<file path="src/rtl/tdm_demux_pkg.sv">
// Shared defaults and state encodings for the 1:8 TDM receive demultiplexer.
// Optional feature macro: TDM_DEMUX_PARITY_EN (adds a trailing even-parity slot).
package tdm_demux_pkg;

  localparam int DEF_N_CH  = 8;
  localparam int DEF_SEL_W = 3;

  typedef enum logic [1:0] {
    ST_IDLE = 2'd0,
    ST_RECV = 2'd1,
    ST_PAR  = 2'd2
  } state_t;

endpackage

</file>
<file path="src/rtl/tdm_slot_counter.sv">
// Slot index counter: sync clear, load-to-1 (slot 0 already consumed) and increment.
module tdm_slot_counter #(
  parameter int N_CH  = 8,
  parameter int SEL_W = 3
) (
  input  logic             clk,
  input  logic             rst,
  input  logic             clr,
  input  logic             load1,
  input  logic             en,
  output logic [SEL_W-1:0] cnt,
  output logic             last
);

  // Counter register; clear wins over load, load wins over increment.
  always_ff @(posedge clk) begin
    if (rst || clr) begin
      cnt <= '0;
    end else if (load1) begin
      cnt <= SEL_W'(1);
    end else if (en) begin
      cnt <= cnt + 1'b1;
    end
  end

  assign last = (cnt == SEL_W'(N_CH - 1));

endmodule

</file>
<file path="src/rtl/tdm_demux_1x8.sv">
// 1:8 TDM serial-to-parallel demultiplexer with frame sync detection.
// Optional feature macro: TDM_DEMUX_PARITY_EN (even-parity slot after the data slots).
//
// state   | meaning
// --------+-----------------------------------------------------------
// ST_IDLE | waiting for a valid bit qualified by frame_start
// ST_RECV | collecting data slots 1..N_CH-1 into the shadow register
// ST_PAR  | waiting for the parity slot (parity build only)
module tdm_demux_1x8
  import tdm_demux_pkg::*;
#(
  parameter int N_CH  = DEF_N_CH,
  parameter int SEL_W = DEF_SEL_W
) (
  input  logic             clk,
  input  logic             rst,
  input  logic             din,
  input  logic             din_valid,
  input  logic             frame_start,
  output logic [SEL_W-1:0] sel,
  output logic [N_CH-1:0]  dout,
  output logic             dout_valid,
  output logic             sync_err,
  output logic             parity_err
);

  state_t          state, state_d;
  logic [N_CH-1:0] shadow;
  logic            last;
  logic            restart;
  logic            store;
  logic            complete;
  logic            par_done;
  logic            sync_d;

  tdm_slot_counter #(.N_CH(N_CH), .SEL_W(SEL_W)) u_cnt (
    .clk   (clk),
    .rst   (rst),
    .clr   (store && last),
    .load1 (restart),
    .en    (store && !last),
    .cnt   (sel),
    .last  (last)
  );

  // State register.
  always_ff @(posedge clk) begin
    if (rst) begin
      state <= ST_IDLE;
    end else begin
      state <= state_d;
    end
  end

  // Next-state and per-cycle datapath controls; idle cycles (din_valid=0) change nothing.
  always_comb begin
    state_d  = state;
    restart  = 1'b0;
    store    = 1'b0;
    complete = 1'b0;
    par_done = 1'b0;
    sync_d   = 1'b0;
    case (state)
      ST_IDLE: begin
        if (din_valid && frame_start) begin
          restart = 1'b1;
          state_d = ST_RECV;
        end
      end
      ST_RECV: begin
        if (din_valid) begin
          if (frame_start) begin
            restart = 1'b1;
            sync_d  = 1'b1;
          end else begin
            store = 1'b1;
            if (last) begin
`ifdef TDM_DEMUX_PARITY_EN
              state_d = ST_PAR;
`else
              complete = 1'b1;
              state_d  = ST_IDLE;
`endif
            end
          end
        end
      end
`ifdef TDM_DEMUX_PARITY_EN
      ST_PAR: begin
        if (din_valid) begin
          if (frame_start) begin
            restart = 1'b1;
            sync_d  = 1'b1;
            state_d = ST_RECV;
          end else begin
            par_done = 1'b1;
            state_d  = ST_IDLE;
          end
        end
      end
`endif
      default: state_d = ST_IDLE;
    endcase
  end

  // Shadow assembly, output word and single-cycle strobes.
  always_ff @(posedge clk) begin
    if (rst) begin
      shadow     <= '0;
      dout       <= '0;
      dout_valid <= 1'b0;
      sync_err   <= 1'b0;
    end else begin
      dout_valid <= 1'b0;
      sync_err   <= sync_d;
      if (restart) begin
        shadow <= {{(N_CH-1){1'b0}}, din};
      end else if (store) begin
        shadow[sel] <= din;
      end
      if (complete) begin
        dout       <= {din, shadow[N_CH-2:0]};
        dout_valid <= 1'b1;
      end else if (par_done) begin
        dout       <= shadow;
        dout_valid <= 1'b1;
      end
    end
  end

`ifdef TDM_DEMUX_PARITY_EN
  // Even parity over data plus parity slot, flagged alongside dout_valid.
  always_ff @(posedge clk) begin
    if (rst) begin
      parity_err <= 1'b0;
    end else begin
      parity_err <= par_done && (^{shadow, din});
    end
  end
`else
  assign parity_err = 1'b0;
`endif

endmodule

</file>
<file path="config.mk">
export PLATFORM = sky130hd
export DESIGN_NAME = tdm_demux_1x8
export DESIGN_NICKNAME = d
export VERILOG_FILES = /design/src/rtl/tdm_demux_pkg.sv /design/src/rtl/tdm_slot_counter.sv /design/src/rtl/tdm_demux_1x8.sv
export SDC_FILE = /design/constraint.sdc
export NUM_CORES = 1
export LEC_CHECK = 0
export ABC_AREA = 1
export CAP_MARGIN = 5
export CORE_UTILIZATION = 52
export CTS_CLUSTER_DIAMETER = 30
export DETAILED_ROUTE_END_ITERATION = 16
export HOLD_SLACK_MARGIN = 0.05
export PLACE_DENSITY = 0.81
export SETUP_SLACK_MARGIN = 0.1
export SYNTH_ARGS = -nofsm -noshare
export SYNTH_HDL_FRONTEND = slang
export SYNTH_SLANG_ARGS = --single-unit
</file>
<file path="constraint.sdc">
create_clock -name clk -period 2.95 [get_ports clk]
set_input_delay 0.59 -clock clk [delete_from_list [all_inputs] [get_ports clk]]
set_output_delay 0.59 -clock clk [all_outputs]
set_load 0.01 [all_outputs]
</file>
==> metrics.md <==
| Metric | Value |
|---|---|
| H-tree levels | 1 |
| CP bufs+invs | 1 |
| GRT overflow | 0 |
| Fill count | 128 |
| Area grow syn2layout | 21.6% |
| DRT Wirelength | 1.64 mm |
| Met2 Routed Length | 815 um |
| Synth Area in Simple Gates | 35.7% |
| Syn. warnings | 0 |
| DP HPWL | 1.12 mm |
| Placed Area | 0.00106 mm2 |
| Setup CP Type | flip-flop to output pin |
| Outcome | finished with violations |
| CP max stage cell | clkdlybuf4s50_1 |
| CP cell instances | clkdlybuf4s50_1 |
| Seq/Total Area, Yosys | 46.9% |
| Root Buffer | clkbuf_4 |
| Synth Area in Adders | 2.79% |
| Mapped Cells | 115 |
| Period utilisation layout | 69.5% |
| Crit path time final | 2.05 ns |
| Initial antenna violation count | 0 |
| Cts bufs inserted | 3 |
| Total number of vias | 791 |
| Hold Path Class | flip-flop to flip-flop |
| Std-Cell Rows | 14 |
| Pwr dens | 434 mW/mm2 |
| Synthesized cell area | 897 um2 |
| Syn_nets | 122 |
| Share of cells above drive strength 1 | 9.77% |
| Worst-path clk slew | 0.13 ns |
| Max-slew violation count | 0 |
| Leak | 0.507 nW |
| Area of the die | 0.00190 mm2 |
| Post_cts resized | 0 |
| Met1 WL | 750 um |
| Max-cap viol count | 0 |
| First-pass GRT wire length | 2.84 mm |
| Starting Density | 57.5% |
| CP startpoint kind | flip-flop |
| Met3 Wirelength | 62 um |
| Max VDD drop | 0.299 mV |
| Cell family with most CP delay | buffers and inverters |
| Largest net degree at the start of global routing | 18 |
| Most frequent cells in the layout | nand2_1, dfxtp_1, clkdlybuf4s50_1 |
| I/O pin cnt | 19 |
| Failing checks | design-rule violations |
| Ant diodes | 0 |
| Clk buf depth | 2 |
| Setup_tns | 0 ns |
| Routed wirelength normalized by instance count | 11.0 um |
| CTS tree | done |
| Commonest non-fill, non-tap cell in the layout | nand2_1 |
| Clk_lat worst skew | 0.30 ns |
| CP peak stage delay | 0.61 ns |
| Finished Cell Area | 0.00109 mm2 |
| Routability cong. | 0.815 |
| Fin Clk Skew | 0.0161 ns |
| Highest clock rate | 487 MHz |
| Fin nets | 141 |
| Post-DRT Antenna Nets | 0 |
| Final Hold Viols | 0 |
| Vias per cell | 5.31 |
| Clock sinks | 21 |
| PortBufs | 17 |
| Netlist cell types | 24 |
| GR Util All Layers | 20.0% |
| Crit end category | output pin |
| Compound-gate portion of the synthesized area | 6.97% |
| Chip width | 43.5 um |
| Core Region | 0.00156 mm2 |
| Worst EP arrival | 1.46 ns |
| DRC | 2 |
| Initial DRC count | 17 |
| Unrepaired setup endpoints after global routing | false |
| Synth Area in XOR/XNOR | 0% |
| 1st-pass router iterations | 10 |
| Largest family of logic cells by synthesized area | simple AND/OR/NAND/NOR gates |
| Max Used Layer | met4 |
| Hold_buf cts | 0 |
| Final setup viols | 0 |
| CP max FO | 10 |
| #FFs+latches synth | 21 |
| Endpoint required time on the critical path | 2.36 ns |
| Chip height | 43.5 um |
| Vias in the first global route | 677 |
| Mux contribution to synthesized area | 0% |
| Mean area per synthesized cell | 7.80 um2 |
| Post-CTS setup buffers | 0 |
layout make-up:
type / count / area, um2 / share of cell area, %
Clock buffer: 3 / 22.5 / 2.06
Clock inverter: 1 / 5.00 / 0.459
Inverter: 11 / 41.3 / 3.78
Multi-Input combinational cell: 80 / 412 / 37.7
Sequential cell: 21 / 420 / 38.5
Tap cell: 16 / 20.0 / 1.83
Timing Repair Buffer: 17 / 170 / 15.6
stage by stage:
stage	hold WS [ns]	cells	setup slack (ns)	total power, W	utilization, %
finish	0.449	149	0.898	0.000474	70.0
global route	0.474	149	0.854	0.000494	70.0
CTS	0.454	149	0.911	0.000476	70.0
detailed placement	0.431	145	0.832	0.000342	68.2
global placement	0.427	145	0.895	0.000341	68.2
floorplan	0.417	115	1.69	0.000326	-
routing by layer:
metal  up-vias  track usage, %
met1       360            23.9
met3         2            4.17
met4         0            6.88
met5         -               0
met2        20            35.5
li1        409               -
kinds of logic after synthesis:
kind of cell | after synthesis
simple gates | 67
fa+ha+maj | 2
other cells | 1
buf+inv | 14
flops | 21
compound gates | 10
synthesized netlist by cell type:
master     n  share of area [%]
nand2_1   37                 15
dfxtp_1   21                 47
nor2_1    12                5.0
inv_1     10                4.2
a31oi_1    6                4.2
nand4_1    6                4.2
nand3_1    3                1.7
a21oi_1    2                1.1
ha_1       2                2.8
nand2_2    2                1.4
a21oi_2    1               0.98
buf_2      1               0.56
buf_4      1               0.84
buf_6      1                1.3
conb_1     1               0.42
inv_2      1               0.42
nand2_4    1                1.3
nand3b_1   1               0.84
nor2_2     1               0.70
nor2_4     1                1.3
nor2_8     1                2.2
nor3_1     1               0.56
nor3_2     1                1.1
o22ai_1    1               0.70
worst register-to-register path, delay by kind of cell, from the launching register on:
kind                       cells  cell delay, ns
DFF                            1            0.55
and+or+nand+nor                4            0.31
adders and majority gates      2            0.41
buffers and inverters          1            0.09
path summary, 6_finish.rpt:
| check | from | endpoint | slack [ns] | cells past startpoint |
|---|---|---|---|---|
| setup / recovery | u_cnt.cnt[0] | sel[0] | 0.90 | 1 |
| hold / removal | dout[3] | dout[3] | 0.45 | 2 |
| setup reg to reg | u_cnt.cnt[0] | dout[6] | 1.48 | 7 |
| hold reg to reg | dout[3] | dout[3] | 0.45 | 2 |
registers in the layout, summed over array words and instances (netlist names):
signal and flops:
dout 8, shadow 7, u_cnt.cnt 3, dout_valid 1, state 1, sync_err 1
report_power, final:
part / switching, W / leakage [nW] / internal (W) / total, W
combinational: 0.0000262 / 0.319 / 0.0000167 / 0.0000429
sequential: 0.00000569 / 0.170 / 0.000288 / 0.000293
clock: 0.0000868 / 0.0177 / 0.0000504 / 0.000137
No activity file was read; power rests on OpenSTA's default activity.
